### src/rtl/quad_decoder.sv
// ============================================================================
// quad_decoder : x4 quadrature decoder with synchronizers, glitch filter, index
// Rev 1.0
// ============================================================================
`default_nettype none

module quad_decoder #(
    parameter int N    = 16,
    parameter int FILT = 3
) (
    input  logic         clk,
    input  logic         rst,
    input  logic         a,
    input  logic         b,
    input  logic         idx,
    input  logic         clr,
    input  logic         err_clr,
    output logic [N-1:0] pos,
    output logic         dir,
    output logic         step,
    output logic         err
);

    localparam int CW = 4;
    localparam int PW = 5;
    localparam logic [CW-1:0] FILT_LAST  = CW'(FILT - 1);
    localparam logic [PW-1:0] PRIME_LAST = PW'(FILT + 1);

    // channel 0 = A, 1 = B, 2 = index
    logic [2:0]         sync1;
    logic [2:0]         sync2;
    logic [2:0]         filt;
    logic [2:0]         filt_nxt;
    logic [2:0][CW-1:0] cnt;
    logic [2:0][CW-1:0] cnt_nxt;

    logic [PW-1:0] prime_cnt;
    logic          primed;
    logic [1:0]    prev_ab;
    logic          prev_idx;

    logic [1:0]    cur_ab;
    logic [1:0]    chg;
    logic          legal;
    logic          illegal;
    logic          up;
    logic          idx_rise;

    logic [N-1:0]  pos_nxt;
    logic          dir_nxt;
    logic          step_nxt;
    logic          err_nxt;

    always_comb begin
        for (int i = 0; i < 3; i++) begin
            filt_nxt[i] = filt[i];
            cnt_nxt[i]  = '0;
            if (sync2[i] != filt[i]) begin
                if (cnt[i] == FILT_LAST)
                    filt_nxt[i] = sync2[i];
                else
                    cnt_nxt[i] = cnt[i] + CW'(1);
            end
        end
    end

    always_ff @(posedge clk or posedge rst) begin
        if (rst) begin
            sync1 <= '0;
            sync2 <= '0;
            filt  <= '0;
            cnt   <= '0;
        end else begin
            sync1 <= {idx, b, a};
            sync2 <= sync1;
            filt  <= filt_nxt;
            cnt   <= cnt_nxt;
        end
    end

    assign cur_ab   = {filt[0], filt[1]};
    assign chg      = cur_ab ^ prev_ab;
    assign legal    = primed & (chg[0] ^ chg[1]);
    assign illegal  = primed & chg[0] & chg[1];
    // Gray-code direction: previous B xor new A is 1 for every up transition
    assign up       = prev_ab[0] ^ cur_ab[1];
    assign idx_rise = primed & filt[2] & ~prev_idx;

    // Priming adopts the filter's next value so a level settling on the
    // priming edge itself becomes the reference state without counting.
    always_ff @(posedge clk or posedge rst) begin
        if (rst) begin
            prime_cnt <= '0;
            primed    <= 1'b0;
            prev_ab   <= 2'b00;
            prev_idx  <= 1'b0;
        end else if (!primed) begin
            if (prime_cnt == PRIME_LAST) begin
                primed   <= 1'b1;
                prev_ab  <= {filt_nxt[0], filt_nxt[1]};
                prev_idx <= filt_nxt[2];
            end else begin
                prime_cnt <= prime_cnt + PW'(1);
            end
        end else begin
            prev_ab  <= cur_ab;
            prev_idx <= filt[2];
        end
    end

    always_comb begin
        pos_nxt  = pos;
        dir_nxt  = dir;
        step_nxt = 1'b0;
        err_nxt  = err;
        if (clr || idx_rise) begin
            pos_nxt = '0;
        end else if (legal) begin
            pos_nxt  = up ? pos + N'(1) : pos - N'(1);
            dir_nxt  = up;
            step_nxt = 1'b1;
        end
        if (illegal)
            err_nxt = 1'b1;
        else if (err_clr)
            err_nxt = 1'b0;
    end

    always_ff @(posedge clk or posedge rst) begin
        if (rst) begin
            pos  <= '0;
            dir  <= 1'b0;
            step <= 1'b0;
            err  <= 1'b0;
        end else begin
            pos  <= pos_nxt;
            dir  <= dir_nxt;
            step <= step_nxt;
            err  <= err_nxt;
        end
    end

endmodule

`default_nettype wire

### config.mk
export PLATFORM = sky130hd
export DESIGN_NAME = quad_decoder
export DESIGN_NICKNAME = d
export VERILOG_FILES = /design/src/rtl/quad_decoder.sv
export SDC_FILE = /design/constraint.sdc
export NUM_CORES = 1
export LEC_CHECK = 0
export CORE_UTILIZATION = 50
export DETAILED_ROUTE_END_ITERATION = 6
export PLACE_DENSITY = 0.83
export SLEW_MARGIN = 20
export SYNTH_ARGS = -nofsm -noshare
export SYNTH_HDL_FRONTEND = slang
export SYNTH_SLANG_ARGS = --single-unit
### constraint.sdc
create_clock -name clk -period 3.05 [get_ports clk]
set_input_delay 0.915 -clock clk [delete_from_list [all_inputs] [get_ports clk]]
set_output_delay 0.915 -clock clk [all_outputs]
set_load 0.01 [all_outputs]
; Word-level counts from Yosys, hierarchy flattened
; Cells that the tools add are included.
[totals]
register_bits = 49
[classes]
addsub = 6
n_eq_ne = 7
mux = 25
bitwise_logic = 12
reduce_logical = 6
[op_table]
columns = op, n
row1 = two-way mux 16 bit, 3
row2 = two-way mux 4 bit, 6
row3 = "adder 16 x 1 -> 16 bit, second input constant", 1
row4 = "subtractor 16 x 1 -> 16 bit, second input constant", 1
row5 = two-way mux 1 bit, 14
row6 = "adder 4 x 1 -> 4 bit, second input constant", 3
row7 = "== test 4 x 2 -> 1 bit, second input constant", 3
row8 = nonzero test 2 bit, 3
row9 = "adder 5 x 1 -> 5 bit, second input constant", 1
row10 = bitwise AND 1 bit, 5
row11 = "== test 5 x 3 -> 1 bit, second input constant", 1
row12 = two-way mux 2 bit, 2
row13 = inverter 1 bit, 4
row14 = AND reduction 2 bit, 2
row15 = inequality test 1 bit, 3
row16 = bitwise XOR 1 bit, 2
row17 = bitwise XOR 2 bit, 1
row18 = logical OR 1 bit, 1

; Depth between registers and ports, before layout
; Gate-level depths: netlist of the first run.
[depth]
word_depth = 5
mapped_depth = 12
ltp_nobuf = 9

; Worst setup path before layout of the first run
; Ideal clock, no wire load.
[synth_path]
kind = register to register
startpoint = register filt[0]
endpoint = register pos[14]
t_arrival_ns = 2.768
t_required_ns = 2.925
setup_slack_ns = 0.157
path_stages_with_launch = 13
n_path_buf = 3
period_less_slack_ns = 2.893
path_cell_list = dfrtp_1 > xor2_1 > buf_2 > buf_2 > buf_2 > xnor2_1 > ha_1 > or3_1 > o31a_1 > o221ai_1 > mux2i_1 > o21ai_1 > mux2i_1
[synth_via]
elab_chain_cells = 4
word_cells_on_any_way = 8
[synth_lines]
columns = item, line_no
row1 = start: declaration, 32  ; logic [2:0] filt;
row2 = start signal: assignment, 76  ; filt <= filt_nxt;
row3 = bitwise XOR 1 bit or bitwise XOR 2 bit (tied branches), "86, 82"
row4 = two-way mux 16 bit or bitwise XOR 1 bit (tied branches), "119, 83"
row5 = two-way mux 16 bit or bitwise AND 1 bit (tied branches), "118, 83"
row6 = two-way mux 16 bit or nonzero test 2 bit (tied branches), --
row7 = end signal: assignment, 136  ; pos <= pos_nxt;
row8 = end: declaration, 18  ; output logic [N-1:0] pos,
; Several ways; a longest one is shown, not always the timed one. The select of a mux whose other input is x is not followed.
; A chain may end at the register's enable or synchronous reset.

; Worst setup path in the final report of the first run
[layout_path]
startpoint = register filt[0]
endpoint = register pos[15]
; The elaborated chain is that of the path after synthesis.

==> summary.md, run 1 <==
| Metric | Value |
|---|---|
| Max Slew Vio Count | 0 |
| Top cell type by total area after synthesis | dfrtp_1 |
| PD cells | 1196 nW/um^2 |
| Final Util | 61.13% |
| Die area | 5801 um^2 |
| Top sig layer | met4 |
| Total Wirelength | 5512 um |
| Gpl congestion | 0.9720 |
| Root buffer cell | clkbuf_8 |
| Worst reg2reg path startpoint | filt[0] |
| CP arrival | 2.80 ns |
| Final worst-path cycle share | 85.73% |
| Routed Antenna Nets | 0 |
| Worst-margin pin slew | 0.6785 ns |
| Hold Path Class | flip-flop to flip-flop |
| Final nets | 329 |
| Area Growth Syn to Fin | 15.70% |
| Most common cell in the netlist | dfrtp_1 |
| Post-Route M1 WL | 2485 um |
| Seq/Total Area, Yosys | 44.59% |
| Skew-Pair Late Insertion Delay | 0.31 ns |
| Number of flops mapped to enable cells by yosys | 0 |
| DIE HEIGHT | 76.17 um |
| Main synth FF type | dfrtp_1 |
| Global Route Usage Sum | 21.09% |
| Layout cells sized above 1 | 8.307% |
| Hold Crit Depth | 0 |
| Fill cells | 438 |
| # DRC | 0 |
| Placed wire-length estimate | 3956 um |
| Initial antenna violation count | 0 |
| Synth top area cells | dfrtp_1 45%, xnor2_1 5.4%, nor2_1 4.6% |
| Gate Count Post-Synth | 291 |
| H-tree depth | 2 |
| 1st-iter DRT viols | 233 |
| Hold Path Sink | sync2[1] |
| Final setup violation count | 0 |
| CTS Sinks | 49 |
| CP required | 3.24 ns |
| Cts-stage hold buffer count | 0 |
| Initial core utilization | 52.84% |
| Dpl ws | 0.4902 ns |
| Syn Nets | 308 |
| Post-DR vias/cell | 5.723 |
| Final WS setup | 0.4354 ns |
| Ant diodes | 0 |
| CTS clock-pin slew for the worst setup and hold paths | 0.10 ns |
| Mapped Avg Cell Area | 9.451 um^2 |
| R2R cell count | 10 |
| Yosys warnings | 0 |
| Max_slew headroom | 54.70% |
| RSZ-0062 raised after global routing | false |
| Seq cells post-synth | 49 |
| Setup_tns | 0 ns |
| Post-CTS setup repair buffer count | 0 |
| DR WL/cell | 14.39 um |
| CP Max Fanout | 28 |
| Crit. End Element | flip-flop |
| Vias | 2192 |
| Rows | 26 |
| Worst r2r dst | pos[15] |
| Final hold vios | 0 |
| Post-CTS resize count | 0 |
| DR WL met2 | 2690 um |
| TritonCTS Buffers | 5 |
| Worst R2R Setup Slack | 0.44 ns |
| Placeable Area | 5205 um^2 |
| Synth top area share | 44.59% |
| Startpoint type of the worst setup path | flip-flop |
| Top cells by count, synth | 49 x dfrtp_1, 34 x nor2_1, 23 x nand2_1 |
| First-pass GRT wire length | 9791 um |
| Grt ovf | 0 |
| Routed met3 length | 249 um |
| Status | finished clean |
| Cell Area, Synth | 2750 um^2 |
| Unique masters post-synth | 50 |
| Maximum vdd drop | 0.5313 mV |
| Tmin final | 2.615 ns |
| Vias in the first global route | 2143 |
| TritonCTS clock tree | yes |
| Leak | 1.366 nW |
| Worst-case clock buffer depth | 2 |
| WS Path Type | flip-flop to flip-flop |
| Hold path startpoint | sync1[1] |
| Largest net degree at the start of global routing | 34 |
| Buffers on Ports | 25 |
| I/O pin total | 26 |
| Maxcap violations | 0 |
| Clock Skew | 0.006395 ns |
| Drt first pass iters | 5 |
| Fmax | 382.5 MHz |
| Chip width | 76.17 um |
| FFs w/ async S/R, synth | 100.0% |
==> cells in the final DEF, fill, tap and decap left out, types with 2 or more instances in the layout <==
| master | count |
|---|---|
| a211o_1 | 2 |
| a21o_1 | 2 |
| a21oi_1 | 9 |
| a21oi_2 | 2 |
| and2_1 | 2 |
| buf_4 | 4 |
| clkbuf_8 | 5 |
| clkdlybuf4s50_1 | 25 |
| dfrtp_1 | 49 |
| ha_1 | 10 |
| inv_1 | 9 |
| inv_2 | 2 |
| mux2_2 | 3 |
| mux2i_1 | 5 |
| nand2_1 | 23 |
| nand2b_1 | 4 |
| nand3_1 | 10 |
| nand4_1 | 8 |
| nor2_1 | 34 |
| nor2b_1 | 3 |
| nor3_1 | 10 |
| nor3b_1 | 5 |
| nor4_1 | 3 |
| nor4b_1 | 2 |
| o21a_1 | 2 |
| o21ai_0 | 6 |
| o21ai_1 | 3 |
| o21bai_1 | 2 |
| o22ai_1 | 2 |
| o31ai_1 | 3 |
| or2_2 | 2 |
| or3_1 | 6 |
| or4_1 | 7 |
| xnor2_1 | 17 |
| xor2_1 | 12 |
==> metal layers <==
metal / up-vias / global-route usage [%]
met1: 1062 / 26.57
met5: - / 0
met4: 0 / 7.692
met3: 9 / 3.593
met2: 62 / 36.45
li1: 1059 / -
==> worst max-delay path by stage <==
stage / start / slack [ns] / cells after the start / end
finish: filt[0] / 0.44 / 10 / pos[15]
global route: filt[0] / 0.29 / 10 / pos[15]
CTS: filt[0] / 0.49 / 10 / pos[15]
detailed placement: filt[0] / 0.49 / 10 / pos[15]
global placement: filt[0] / 0.57 / 10 / pos[15]
floorplan: filt[0] / 0.16 / 12 / pos[14]
==> cell families after synthesis <==
group / Yosys count / share of synthesized area, %
adders and majority gates: 10 / 4.550
muxes: 8 / 3.048
xor gates and xnor gates: 30 / 9.554
and+or+nand+nor: 126 / 24.39
DFF: 49 / 44.59
AOI/OAI and AO/OA: 42 / 10.10
buffers and inverters: 26 / 3.776
==> critical path, cell delays in order, from the launching register on <==
cell	delay [ns]
dfrtp_1	0.47
xor2_2	0.22
buf_4	0.31
inv_2	0.20
ha_1	0.28
nor2_1	0.11
nand2_1	0.05
a2111oi_0	0.41
o21a_1	0.20
o21ai_0	0.08
nor3b_2	0.15
==> cell type report <==
cell class	count	area (um^2)	area share, %
Clock buffer	5	68.82	2.163
Tap cell	70	87.58	2.753
Clock inverter	3	50.05	1.573
Inverter	11	41.29	1.298
Multi-Input combinational cell	216	1428	44.87
Sequential cell	49	1226	38.54
Timing Repair Buffer	29	280.3	8.809
==> flip-flops by register name, summed over array words and instances, names as in the netlist <==
signal,flops
dir,1
err,1
primed,1
filt,3
step,1
prev_idx,1
prime_cnt,5
prev_ab,2
pos,16
sync1,3
sync2,3
cnt,12
==> through the flow <==
step                std cells  hold slack (ns)  cell area, um^2  power (mW)
floorplan                 291           0.3312             2750       2.771
global placement          375           0.3355             3063       3.236
detailed placement        375           0.3418             3063       3.291
CTS                       383           0.3625             3182       3.793
global route              383           0.3628             3182       4.124
finish                    383           0.3578             3182       3.804
==> where the power goes <==
group | internal (mW) | switching [mW]
Combinational | 0.980 | 1.24
Clock | 0.252 | 0.236
Sequential | 0.828 | 0.266
Power figures use the tool's default switching activity.
==> run 2: changes to the inputs <==
==> constraint.sdc (replaced) <==
create_clock -name clk -period 3.05 [get_ports clk]
set_input_delay 0.915 -clock clk [delete_from_list [all_inputs] [get_ports clk]]
set_output_delay 0.915 -clock clk [all_outputs]
set_load 0.05 [all_outputs]
==> run 2 against run 1 <==
Global-route usage increased by 1.2 points. Non-clock buffer count decreased by 1. Clock skew increased by 0.0029 ns. Cell count decreased by 0.26%. Flip-flop and latch count unchanged. Via count decreased by 0.82%. Maximum frequency decreased by 5.3%. Sequential share of layout area decreased by 0.061 points. Count of clock-buffer cells in the layout unchanged. Register-to-register slack improved by 0.02 ns. Routed wire length increased by 4.8%. Cell area increased by 0.16%. Critical path type is now flip-flop to primary output. Highest routed layer unchanged.
==> summary.md, run 2 (synthesized netlist as in run 1, its figures left out) <==
| Metric | Value |
|---|---|
| CTS clock-pin slew for the worst setup and hold paths | 0.10 ns |
| CP arrival | 1.85 ns |
| Post-DR vias/cell | 5.691 |
| Post-CTS setup repair buffer count | 0 |
| Area after DPL | 3068 um^2 |
| H-tree depth | 2 |
| Die area | 5801 um^2 |
| Layout cells sized above 1 | 8.013% |
| Initial core utilization | 52.84% |
| Biggest register | pos |
| Rows | 26 |
| Skew-Pair Late Insertion Delay | 0.32 ns |
| Chip width | 76.17 um |
| Worst-margin pin slew | 0.5273 ns |
| Worst-case clock buffer depth | 2 |
| Hold Path Sink | sync2[0] |
| 1st-iter DRT viols | 230 |
| Cts-stage hold buffer count | 0 |
| TritonCTS Buffers | 5 |
| Worst R2R Setup Slack | 0.46 ns |
| Worst path buffer plus inverter count | 1 |
| Routed Antenna Nets | 0 |
| DR WL/cell | 15.12 um |
| Largest net degree at the start of global routing | 32 |
| Finished Cell Area | 3187 um^2 |
| # DRC | 0 |
| Vias in the first global route | 2110 |
| Final setup violation count | 0 |
| Clock Skew | 0.009340 ns |
| Commonest cells after routing, fill and taps aside | 49 x dfrtp_1, 34 x nor2_1, 25 x clkdlybuf4s50_1 |
| Root buffer cell | clkbuf_8 |
| Fmax | 362.3 MHz |
| I/O pin total | 26 |
| Global Route Usage Sum | 22.29% |
| Largest register FFs | 16 |
| Initial antenna violation count | 0 |
| Placeable Area | 5205 um^2 |
| Worst reg2reg path startpoint | filt[0] |
| CP cell instances | clkdlybuf4s50_1 |
| Hold Path Class | flip-flop to flip-flop |
| Final nets | 328 |
| DIE HEIGHT | 76.17 um |
| Tmin final | 2.760 ns |
| Worst r2r dst | pos[14] |
| Status | finished clean |
| Max Slew Vio Count | 0 |
| Placed wire-length estimate | 3970 um |
| Fill cells | 442 |
| First-pass GRT wire length | 10250 um |
| CTS Sinks | 49 |
| Fin cells | 382 |
| Critical path depth | 1 |
| Vias | 2174 |
| CP Max Fanout | 15 |
| Area Growth Syn to Fin | 15.88% |
| Maxcap violations | 0 |
| Total Wirelength | 5776 um |
| Top flop regs | pos (16), cnt (12), prime_cnt (5) |
| Crit. End Element | primary output |
| Startpoint type of the worst setup path | flip-flop |
| Max_slew headroom | 64.68% |
| Hold Crit Depth | 0 |
| Buffers on Ports | 25 |
| Commonest non-fill, non-tap cell in the layout | dfrtp_1 |
| Hold path startpoint | sync1[0] |
| Largest stage delay, worst path | 0.89 ns |
| TritonCTS clock tree | yes |
| Drt first pass iters | 4 |
| Final Util | 61.23% |
| Setup_tns | 0 ns |
| Ant diodes | 0 |
| Gpl congestion | 0.9743 |
| WS Path Type | flip-flop to primary output |
| R2R cell count | 9 |
| Inst Count DP | 374 |
| CP max stage cell | clkdlybuf4s50_1 |
| CP required | 2.13 ns |
| Post-CTS resize count | 0 |
| Final worst-path cycle share | 90.50% |
| Final hold vios | 0 |
| Grt ovf | 0 |
| RSZ-0062 raised after global routing | false |
| Top Family by Delay on Critical Path | buffers and inverters |
==> run 2: changes by cell type in the layout (fill, tap and decap cells not counted), sizes merged <==
cell  change
buf       -1
==> run 2: area by class of cell <==
class                   count  area [um^2]  share of cell area [%]
well taps                  70        87.58                   2.748
repair buffers             28        285.3                   8.952
inverters                  11        41.29                   1.296
flip-flops and latches     49         1226                   38.48
clock buffers               5        68.82                   2.159
clock inverters             3        50.05                   1.570
multi-input cells         216         1428                   44.80
==> run 2: how the worst max path moves through the flow <==
| stage | slack (ns) | startpoint | end |
|---|---|---|---|
| CTS | 0.30 | pos[6] | pos[6] |
| global placement | 0.57 | filt[0] | pos[15] |
| finish | 0.29 | pos[6] | pos[6] |
| floorplan | 0.16 | filt[0] | pos[14] |
| global route | 0.22 | pos[6] | pos[6] |
| detailed placement | 0.51 | filt[0] | pos[15] |
==> run 2: worst register-to-register path, stage by stage, from the launching register on <==
cell,delay [ns]
dfrtp_1,0.46
xor2_2,0.22
xnor2_1,0.16
ha_1,0.25
or3_1,0.38
o31a_1,0.30
o221ai_1,0.27
mux2i_1,0.22
o21ai_1,0.08
mux2i_1,0.14
==> run 2: metal layers <==
layer | wire [um] | track usage [%] | part of all wire (%) | up-vias
met5 | 0 | 0 | 0 | -
met4 | 142 | 9.231 | 2.5 | 0
met2 | 2743 | 35.73 | 47 | 71
met3 | 313 | 4.431 | 5.4 | 14
li1 | - | - | - | 1051
met1 | 2577 | 29.61 | 45 | 1038
==> run 2: per-stage QoR <==
step / hold WS, ns / setup WS, ns
after floorplan: 0.3312 / 0.1564
after global placement: 0.3360 / 0.5704
after detailed placement: 0.3362 / 0.5070
after CTS: 0.3584 / 0.2957
after global routing: 0.3795 / 0.2250
final: 0.3589 / 0.2898
Power of run 2 is not shown: default switching activity piles up to over one toggle a cycle in this logic, so the estimate is an artifact.
==> patch 1, RTL diff (settings of run 2) <==
Change the parameter `N` from 16 to 18.
--- a/src/rtl/quad_decoder.sv
+++ b/src/rtl/quad_decoder.sv
@@ -5,7 +5,7 @@
 `default_nettype none
 
 module quad_decoder #(
-    parameter int N    = 16,
+    parameter int N    = 18,
     parameter int FILT = 3
 ) (
     input  logic         clk,
Ports: changed (resized pos); port bits go from 26 to 28. The function was not compared with the original's and may differ.
==> patch 1 against run 2 <==
- setup slack gained 0.0065 ns
- critical path type unchanged
- cell count grew 9.7%
- clock skew shrank 0.0033 ns
- routed wire length rose by 8.0%
- non-clock buffer count grew 4
- final area up 7.1%
- area after synthesis increased by 8.9%
- die area up 8.7%
- global-route usage fell by 0.15 points
- sequential cell count grew 2
Power is not shown: default switching activity piles up to over one toggle a cycle in this logic, so the estimate is an artifact.
==> patch 1: results (changes against run 2) <==
logic_synthesis:
  synth_nets: 345  # +12%
  ys_top_cells_by_count: "51 x dfrtp_1, 39 x nor2_1, 29 x nand2_1"
  synth-xor-area-share: 0.07602  # -0.01952
  seq_area_frac_synth: 0.4261  # -0.01979
  yosys-top-cells-area: "dfrtp_1 43%, nor2_1 4.9%, xnor2_1 4.4%"
  muxShareOfSynthArea: 0.04010  # +0.009618
  synthAdderAreaFrac: 0.04177  # -0.003725
  synth_cell_type_count: 56  # +12%
  synth_compound_area_frac: 0.1245  # +0.02348
timing:
  tightestPinTransition_ns: 0.6073  # +0.08003 ns
  fin_skew_ns: 0.005996  # -0.003344 ns
global_routing:
  grt_pass1_vias: 2274  # +7.8%
  grtUsageTotal: 0.2213  # -0.001541
  grt_antenna_before_repair: 0  # unchanged
  grt_pass1_wl_mm: 10.81  # +5.4%
  grt_start_max_net_pins: 29  # -9.4%
layout:
  fill_cells: 466  # +5.4%
  nNetsFinal: 363  # +11%
  layout-drive-gt1-share: 0.06916  # -0.01096
  n_antenna_cell: 0  # unchanged
  reg_top3: "pos x18, cnt x12, prime_cnt x5"
drt:
  drt_iter0_drc: 253  # +10%
  via_count: 2431  # +12%
  routedWlPerCell_um: 14.89  # -1.5%
placement:
  dpl_worst_slack_ns: 0.3923  # -0.1147 ns
  dp_hpwl_mm: 4.496  # +13%
  portBuffers: 27  # +8.0%
  globalplace.congestion: 0.9090  # -6.7%
clocking:
  numCtsBuffers: 5  # unchanged
  h-tree-depth: 2  # unchanged
critical_path:
  reg2regPathDepth: 7  # -2
  cp_max_fo: 13  # -2
  r2r-end: "pos[11]$_DFFE_PP0P_"
worst_hold_path:
  hold_start: "sync1[2]$_DFF_PP0_"
  hold_path_depth: 0  # unchanged
  min_to: "sync2[2]$_DFF_PP0_"
outcome:
  status: "completed"
## patch 1: how the worst max path moves through the flow
stage	start	endpoint	slack [ns]	depth (start not counted)
after floorplan	filt[0]$_DFF_PP0_	pos[10]$_DFFE_PP0P_	0.04	12
after global placement	clr	pos[15]$_DFFE_PP0P_	0.45	6
after detailed placement	clr	pos[15]$_DFFE_PP0P_	0.39	6
after CTS	pos[6]$_DFFE_PP0P_	pos[6]	0.29	1
after global routing	pos[6]$_DFFE_PP0P_	pos[6]	0.23	1
final	pos[6]$_DFFE_PP0P_	pos[6]	0.30	1
## patch 1: area by class of cell
type                       instances  area (sq um)  area share
multi-input combinational        246          1598      0.4679
timing repair buffer              32         320.3     0.09381
inverter                          10         37.54     0.01099
tap                               72         90.09     0.02638
sequential                        51          1276      0.3738
clock buffer                       5         68.82     0.02015
clock inverter                     3         23.77    0.006962
## patch 1: cells by family (layout without fill, tap and decap cells)
| group | Yosys count | in the layout |
|---|---|---|
| buf+inv | 31 | 50 |
| simple gates | 145 | 145 |
| compound gates | 54 | 54 |
| mux | 11 | 11 |
| fa+ha+maj | 10 | 10 |
| flops | 51 | 51 |
| xor+xnor | 26 | 26 |
## patch 1: metal layers
metal,vias up,share of wire,track usage
li1,1202,-,-
met1,1161,0.47,0.3113
met2,64,0.48,0.3457
met3,4,0.045,0.03771
met4,0,0.0088,0.07273
met5,-,0,0
## patch 1: stage by stage
step / hold WS, ns / instances / area (sq um)
4_1_cts: 0.3630 / 419 / 3415
2_1_floorplan: 0.3312 / 328 / 2995
5_1_grt: 0.3672 / 419 / 3415
3_5_place_dp: 0.3411 / 411 / 3322
6_report: 0.3592 / 419 / 3415
3_3_place_gp: 0.3319 / 411 / 3322
==> patch 2, RTL diff (flow settings as in run 2) <==
Made on the original files. Put one more register stage on the output `err`, with the module's reset. The value now appears one clock later. The other outputs are not delayed to match.
--- a/src/rtl/quad_decoder.sv
+++ b/src/rtl/quad_decoder.sv
@@ -25,6 +25,8 @@
     localparam int PW = 5;
     localparam logic [CW-1:0] FILT_LAST  = CW'(FILT - 1);
     localparam logic [PW-1:0] PRIME_LAST = PW'(FILT + 1);
+
+    logic err_s0;
 
     // channel 0 = A, 1 = B, 2 = index
     logic [2:0]         sync1;
@@ -112,7 +114,7 @@
         pos_nxt  = pos;
         dir_nxt  = dir;
         step_nxt = 1'b0;
-        err_nxt  = err;
+        err_nxt  = err_s0;
         if (clr || idx_rise) begin
             pos_nxt = '0;
         end else if (legal) begin
@@ -131,12 +133,20 @@
             pos  <= '0;
             dir  <= 1'b0;
             step <= 1'b0;
-            err  <= 1'b0;
+            err_s0 <= 1'b0;
         end else begin
             pos  <= pos_nxt;
             dir  <= dir_nxt;
             step <= step_nxt;
-            err  <= err_nxt;
+            err_s0 <= err_nxt;
+        end
+    end
+
+    always_ff @(posedge clk or posedge rst) begin
+        if (rst) begin
+            err <= '0;
+        end else begin
+            err <= err_s0;
         end
     end
 
Behaviour: not the same (Yosys sat finds a counterexample within 10 cycles, from zero or initial values and one cycle with rst high).
==> patch 2 against run 2 <==
- critical endpoint unchanged
- setup slack improved by 0.017 ns
- sequential cell count increased by 1
- register-to-register slack lost 0.06 ns
- final area barely moved
- count of clock-buffer cells in the layout stayed put
- routed wire length fell by 4.3%
- area after synthesis up 0.91%
Power is left out: the tool's default activity adds up to more than one toggle a clock period on the data nets, which glitch-free logic cannot reach.
==> patch 2: results (changes against run 2) <==
layout:
  nNetsFinal: 332  # +1.2%
  reg_top3: "pos x16, cnt x12, prime_cnt x5"
  layout-drive-gt1-share: 0.08571  # +0.005586
  fin_cells: 385  # +0.79%
  n_antenna_cell: 0  # unchanged
global_routing:
  grtUsageTotal: 0.2145  # -0.008435
  grt_start_max_net_pins: 29  # -9.4%
  grt_pass1_vias: 2107  # -0.14%
  grt_pass1_wl_mm: 9.956  # -2.9%
critical_path:
  reg2reg_slack_ns: 0.40  # -0.06 ns
  r2r-end: "pos[15]$_DFFE_PP0P_"
  worst_path_max_delay_cell: "clkdlybuf4s50_1"
  reg2regPathDepth: 10  # +1
  crit_end: "pos[6]"
  crit_arrival_ns: 1.83  # -0.02 ns
  max_stage_delay_ns: 0.89  # about the same
  cp-startpoint: "pos[6]$_DFFE_PP0P_"
placement:
  placed_cell_area_sq_mm: 0.003103  # +1.1%
  dpl_worst_slack_ns: 0.4078  # -0.09913 ns
  globalplace.congestion: 0.8718  # -11%
  dp.cells: 378  # +1.1%
  dp_hpwl_mm: 3.990  # +0.51%
drt:
  wl_met2_mm: 2.600  # -5.2%
  vias_per_cell: 5.639  # -0.92%
  wl_met3_um: 230  # -27%
  routedWlPerCell_um: 14.36  # -5.0%
  drt-met1-wl_mm: 2.641  # +2.5%
  drt_iter0_drc: 177  # -23%
logic_synthesis:
  synth_compound_area_frac: 0.1001  # -0.0009107
  synth-xor-area-share: 0.09468  # -0.0008615
  ys_top_cells_by_count: "50 x dfrtp_1, 34 x nor2_1, 23 x nand2_1"
  yosys-top-cells-area: "dfrtp_1 45%, xnor2_1 5.4%, nor2_1 4.6%"
  synthAdderAreaFrac: 0.04509  # -0.0004102
  muxShareOfSynthArea: 0.03021  # -0.0002749
  seq_area_frac_synth: 0.4509  # +0.004997
  synth-edff-count: 0  # unchanged
  synth_nets: 309  # +0.32%
  yosysWarningCount: 0  # unchanged
  postSynthCellCount: 292  # +0.34%
outcome:
  status: "completed"
clocking:
  post_cts_buffers: 0  # unchanged
  clock_latency_ns: 0.31
  cts_root_buf: "clkbuf_8"
timing:
  tightestPinTransition_ns: 0.8395  # +0.3122 ns
  fin_crit_sh: 0.8996  # -0.005414
  fin_skew_ns: 0.009878  # +0.0005373 ns
-- patch 2: cell count changes after synthesis, sizes merged --
cell   change
dfrtp      +1
-- patch 2: routing by layer --
metal,global-route usage,up-vias
met5,0,-
met4,0.06346,0
met3,0.03593,4
met2,0.3333,57
met1,0.3072,1049
li1,-,1061
-- patch 2: worst min-delay path by stage --
| stage | depth (start not counted) | to | from | slack [ns] |
|---|---|---|---|---|
| 2_1_floorplan | 0 | sync2[0]$_DFF_PP0_ | sync1[0]$_DFF_PP0_ | 0.33 |
| 3_3_place_gp | 0 | sync2[2]$_DFF_PP0_ | sync1[2]$_DFF_PP0_ | 0.33 |
| 3_5_place_dp | 0 | sync2[0]$_DFF_PP0_ | sync1[0]$_DFF_PP0_ | 0.34 |
| 4_1_cts | 0 | sync2[2]$_DFF_PP0_ | sync1[2]$_DFF_PP0_ | 0.36 |
| 5_1_grt | 0 | sync2[1]$_DFF_PP0_ | sync1[1]$_DFF_PP0_ | 0.37 |
| 6_report | 0 | sync2[0]$_DFF_PP0_ | sync1[0]$_DFF_PP0_ | 0.36 |
-- patch 2: final cells by class --
type / instances / area (sq um)
timing repair buffer: 31 / 295.3
tap: 70 / 87.58
clock buffer: 5 / 68.82
multi-input combinational: 216 / 1428
sequential: 50 / 1251
inverter: 11 / 41.29
clock inverter: 2 / 17.52
fill: 449 / 2048
-- patch 2: cells by family after synthesis --
kind of cell,count (synthesis)
flops,50
fa+ha+maj,10
compound gates,42
simple gates,126
buf+inv,26
mux,8
xor+xnor,30
